`src/rtl/pmem_write_buffer.sv`:
```
// pmem_write_buffer: single-entry write-back buffer between the L1 arbiter and
// physical memory. A dirty line from the arbiter is absorbed in one cycle and
// drained to memory later. Read misses are served ahead of a pending drain.
//
// Optional feature macro: WB_READ_BYPASS_EN
//   defined   - a read that hits the buffered line is served from the buffer
//   undefined - a read hit first drains the line, then reads it from memory
//
// Ports:
//   clk, reset                    clock, synchronous active-high reset
//   arb_address/read/write/wdata  request from the arbiter (held until arb_resp)
//   arb_rdata, arb_resp           read line and one-cycle completion pulse
//   pmem_address/read/write/wdata request to memory (held until pmem_resp)
//   pmem_rdata, pmem_resp         memory read line and completion pulse
module pmem_write_buffer #(
  parameter int unsigned LINE_OFFSET = 4
) (
  input  logic         clk,
  input  logic         reset,
  input  logic [15:0]  arb_address,
  input  logic         arb_read,
  input  logic         arb_write,
  input  logic [127:0] arb_wdata,
  output logic [127:0] arb_rdata,
  output logic         arb_resp,
  output logic [15:0]  pmem_address,
  output logic         pmem_read,
  output logic         pmem_write,
  output logic [127:0] pmem_wdata,
  input  logic [127:0] pmem_rdata,
  input  logic         pmem_resp
);

  typedef enum logic [1:0] {StIdle, StReadMem, StDrain, StAck} state_e;

  state_e         state_q, state_d;
  logic           wb_valid;
  logic [15:0]    wb_addr;
  logic [127:0]   wb_data;

  logic hit;
  logic wb_load, wb_clear;
  logic enter_read, enter_drain;
  logic mem_rd_done, bypass_rd;

  assign hit = wb_valid && (arb_address[15:LINE_OFFSET] == wb_addr[15:LINE_OFFSET]);

  always_comb begin
    state_d     = state_q;
    wb_load     = 1'b0;
    wb_clear    = 1'b0;
    enter_read  = 1'b0;
    enter_drain = 1'b0;
    mem_rd_done = 1'b0;
    bypass_rd   = 1'b0;
    unique case (state_q)
      StIdle: begin
        // Read wins if both requests are (illegally) raised together.
        if (arb_read) begin
          if (hit) begin
`ifdef WB_READ_BYPASS_EN
            bypass_rd = 1'b1;
            state_d   = StAck;
`else
            // Drain first so memory holds the newest copy, then re-evaluate.
            enter_drain = 1'b1;
            state_d     = StDrain;
`endif
          end else begin
            enter_read = 1'b1;
            state_d    = StReadMem;
          end
        end else if (arb_write) begin
          if (!wb_valid || hit) begin
            wb_load = 1'b1;
            state_d = StAck;
          end else begin
            // Write is accepted on return to idle once the old line is out.
            enter_drain = 1'b1;
            state_d     = StDrain;
          end
        end else if (wb_valid) begin
          enter_drain = 1'b1;
          state_d     = StDrain;
        end
      end
      StReadMem: begin
        if (pmem_resp) begin
          mem_rd_done = 1'b1;
          state_d     = StAck;
        end
      end
      StDrain: begin
        if (pmem_resp) begin
          wb_clear = 1'b1;
          state_d  = StIdle;
        end
      end
      StAck: begin
        // Requests are ignored here; the arbiter may drop one cycle late.
        state_d = StIdle;
      end
      default: state_d = StIdle;
    endcase
  end

  always_ff @(posedge clk) begin
    if (reset) begin
      state_q      <= StIdle;
      wb_valid     <= 1'b0;
      wb_addr      <= '0;
      wb_data      <= '0;
      arb_rdata    <= '0;
      arb_resp     <= 1'b0;
      pmem_read    <= 1'b0;
      pmem_write   <= 1'b0;
      pmem_address <= '0;
      pmem_wdata   <= '0;
    end else begin
      state_q    <= state_d;
      // Strobes are registered from the next state so they align with it.
      arb_resp   <= (state_d == StAck);
      pmem_read  <= (state_d == StReadMem);
      pmem_write <= (state_d == StDrain);

      if (wb_load) begin
        wb_valid <= 1'b1;
        wb_addr  <= arb_address;
        wb_data  <= arb_wdata;
      end else if (wb_clear) begin
        wb_valid <= 1'b0;
      end

      // Address/data captured once on entry, stable for the whole transaction.
      if (enter_read) begin
        pmem_address <= arb_address;
      end else if (enter_drain) begin
        pmem_address <= wb_addr;
        pmem_wdata   <= wb_data;
      end

      if (mem_rd_done) begin
        arb_rdata <= pmem_rdata;
      end else if (bypass_rd) begin
        arb_rdata <= wb_data;
      end
    end
  end

endmodule

```
`config.mk`:
```
export PLATFORM = sky130hd
export DESIGN_NAME = pmem_write_buffer
export DESIGN_NICKNAME = d
export VERILOG_FILES = /design/src/rtl/pmem_write_buffer.sv
export SDC_FILE = /design/constraint.sdc
export NUM_CORES = 1
export LEC_CHECK = 0
export ABC_AREA = 1
export BUFFER_PORTS_ARGS = -buffer_cell sky130_fd_sc_hd__buf_2
export CORE_AREA = 2 2 214 216
export DETAILED_ROUTE_END_ITERATION = 7
export DIE_AREA = 0 0 216 218
export HOLD_SLACK_MARGIN = 0.15
export PLACE_DENSITY = 0.57
export SYNTH_ARGS = -nofsm -noshare
export SYNTH_HDL_FRONTEND = slang
export SYNTH_SLANG_ARGS = --single-unit
export TNS_END_PERCENT = 10
```
`constraint.sdc`:
```
create_clock -name clk -period 2.35 [get_ports clk]
set_input_delay 0.47 -clock clk [delete_from_list [all_inputs] [get_ports clk]]
set_output_delay 0.47 -clock clk [all_outputs]
set_load 0.02 [all_outputs]
```
==> results.yml <==
floorplan:
  die_x_um: 216
  design.die.area_um2: 47100
  ioPinCount: 552
  start_util_pct: 34.6
  row_count: 78
  core_area_um2: 44900
  die_y_um: 218
route:
  drc: 0
  wl_um: 55600
  vias_per_cell: 4.94
  wire_per_inst_um: 17.3
  antenna_left: 0
  drtIter0Drc: 1061
  dr_total_vias: 15892
  first_pass_iters: 5
place:
  portBuffers: 551
  place.gp.congestion: 0.865
  dpl.cell_count: 3017
  dp_slack_ns: 0.0168
  dp_hpwl_um: 37500
  placedInstanceArea_um2: 19100
yosys:
  synth_xor_area_share_pct: 0.282
  synth.avg_cell_area_um2: 7.81
  seq_area_frac_synth_pct: 54.4
  synth_seq_cells: 422
  muxShareOfSynthArea_pct: 0
  ys_warn_count: 0
  synthAdderAreaFrac_pct: 0
  synth_top_family_by_area: "simple AND/OR/NAND/NOR gates"
  ys_types: 22
  synth_simple_gate_area_share_pct: 18.8
  syn_nets: 2266
  synth_compound_area_share_pct: 18.2
  synthCells: 1989
  synth_area_um2: 15500
final_layout:
  drive_gt1_share_pct: 26.2
  fillers: 4406
  finalNetCount: 2847
  final_cell_mix: "buf_2 (550), dfxtp_1 (422), a21oi_1 (290), nor2_1 (269), o21ai_0 (261)"
  ff_latch_area_um2: 8450
  multi_input_area_um2: 5820
  syn_to_final_growth_pct: 39.5
  final_common_cell: "buf_2"
  instances_no_fill: 3215
  design_area_um2: 21700
timing:
  fin_crit_sh_pct: 89.2
  skew_ns: 0.0179
  period_minus_slack_ns: 2.10
  fmaxAchievable_ghz: 0.477
  rsz0062_at_grt: "false"
  hold_viol_final: 0
  setup_viol: 0
  slew_headroom_pct: 42.6
  fin_setup_tns_ns: 0
  slew_viol_final: 0
  timing_worst_slew_pin_value_ns: 0.861
  fin_ws_ns: 0.254
global_routing:
  grt_pass1_wl_um: 84900
  grt_pass1_vias: 15518
  grt_max_degree: 151
  track_usage_pct: 22.6
  grt_overflow: 0
  antenna_found_initial: 15
power_and_ir_drop:
  p_per_area_nw_per_um2: 814
  irDropWorstVdd_mv: 0.492
  leakage_nw: 9.65
  total_power_mw: 17.6
clocking:
  clk-insertion-delay-late_ns: 0.57
  path_clk_slew_ns: 0.06
  cts_made_buffers: 46
  cts_setup_buffers: 0
  cts-resized-gates: 0
  cts_root_buffer: "clkbuf_16"
  cts_tree: "yes"
  clockBufferDepth: 3
  cts_hold_buf: 105
  htreeDepth: 2
  clock-sinks: 422
critical_path:
  r2r-start: "wb_addr[11]"
  crit_path_end_kind: "register"
  arrival_ns: 2.54
  startpoint_type: "register"
  required_ns: 2.79
  path_cells: "xnor2_1, nand2_1, nor2_1, nand3_1, nand2_1, nand3_4, buf_12, buf_12, o21ai_0, a21oi_1"
  startpoint: "wb_addr[11]"
  worstSetupPathType: "register to register"
  path_max_fanout: 40
  crit_slowest_cell: "dfxtp_1"
  critPathMaxStageDelay_ns: 0.36
  path_buf_inv: 2
  critical_path.top_delay_family: "simple AND/OR/NAND/NOR gates"
  r2r_slack_ns: 0.25
status:
  outcome: "complete, no violations"
min_path:
  min_from: "arb_wdata[17]"
  holdCritPathClass: "input port to register"
run:
  maxCapViolations: 0
-- synthesized netlist by cell type (all sizes together) --
master | instances | area, um^2
nand2 | 224 | 846
buf | 31 | 159
a21oi | 290 | 1450
nor3 | 5 | 30.0
nand3 | 23 | 138
nor2 | 269 | 1010
dfxtp | 422 | 8450
o31ai | 1 | 7.51
clkbuf | 140 | 526
xnor2 | 5 | 43.8
o21ai | 272 | 1360
inv | 163 | 612
nand4 | 144 | 901
-- flip-flops by register name, indices dropped and copies added, names as in the netlist --
signal        count
wb_data         128
wb_valid          1
pmem_wdata      128
pmem_write        1
wb_addr          16
state_q           2
arb_rdata       128
pmem_address     16
pmem_read         1
arb_resp          1
-- kinds of logic (layout without fill, tap and decap cells) --
kind of cell	after synthesis	in the layout
xor+xnor	5	5
simple gates	665	665
flops	422	422
other cells	0	12
buf+inv	334	948
compound gates	563	563
-- worst reg2reg max path, cell delays in order (launching register included) --
cell and delay, ns:
dfxtp_1 0.36, xnor2_1 0.13, nand2_1 0.09, nor2_1 0.21, nand3_1 0.10, nand2_1 0.18
nand3_4 0.18, buf_12 0.22, buf_12 0.18, o21ai_0 0.25, a21oi_1 0.06
-- metrics by stage --
| step | utilization, % | hold WS, ns |
|---|---|---|
| final | 48.3 | 0.184 |
| after global routing | 48.2 | 0.168 |
| after CTS | 48.2 | 0.153 |
| after detailed placement | 42.5 | 0.435 |
| after global placement | 42.5 | 0.430 |
| after floorplan | - | 0.424 |
-- layout make-up --
| type | count | area share, % |
|---|---|---|
| Timing Repair Buffer | 704 | 20.7 |
| Multi-Input combinational cell | 1233 | 26.9 |
| Sequential cell | 422 | 39.0 |
| Tap cell | 600 | 3.46 |
| Antenna cell | 12 | 0.139 |
| Clock buffer | 73 | 6.66 |
| Clock inverter | 8 | 0.335 |
| Inverter | 163 | 2.86 |
-- where the power goes --
group / total, mW / internal, mW / switching, mW
combinational: 2.56 / 0.949 / 1.62
sequential: 7.85 / 7.61 / 0.237
clock: 7.23 / 4.30 / 2.93
total: 17.6 / 12.9 / 4.78
-- metal layers --
metal  GRT usage [%]  routed length [um]  part of all wire [%]
met3            6.11                4030                   7.2
met4            10.2                2360                   4.2
met1            26.0               22200                    40
met2            39.1               27000                    49
met5               0                  54                 0.097
-- final timing paths --
| path | cells past startpoint | end |
|---|---|---|
| setup reg to reg | 10 | wb_data[18] |
| hold reg to reg | 2 | wb_data[57] |
| hold / removal | 3 | wb_data[17] |
| setup / recovery | 10 | wb_data[18] |
(Power assumes the default switching activity.)
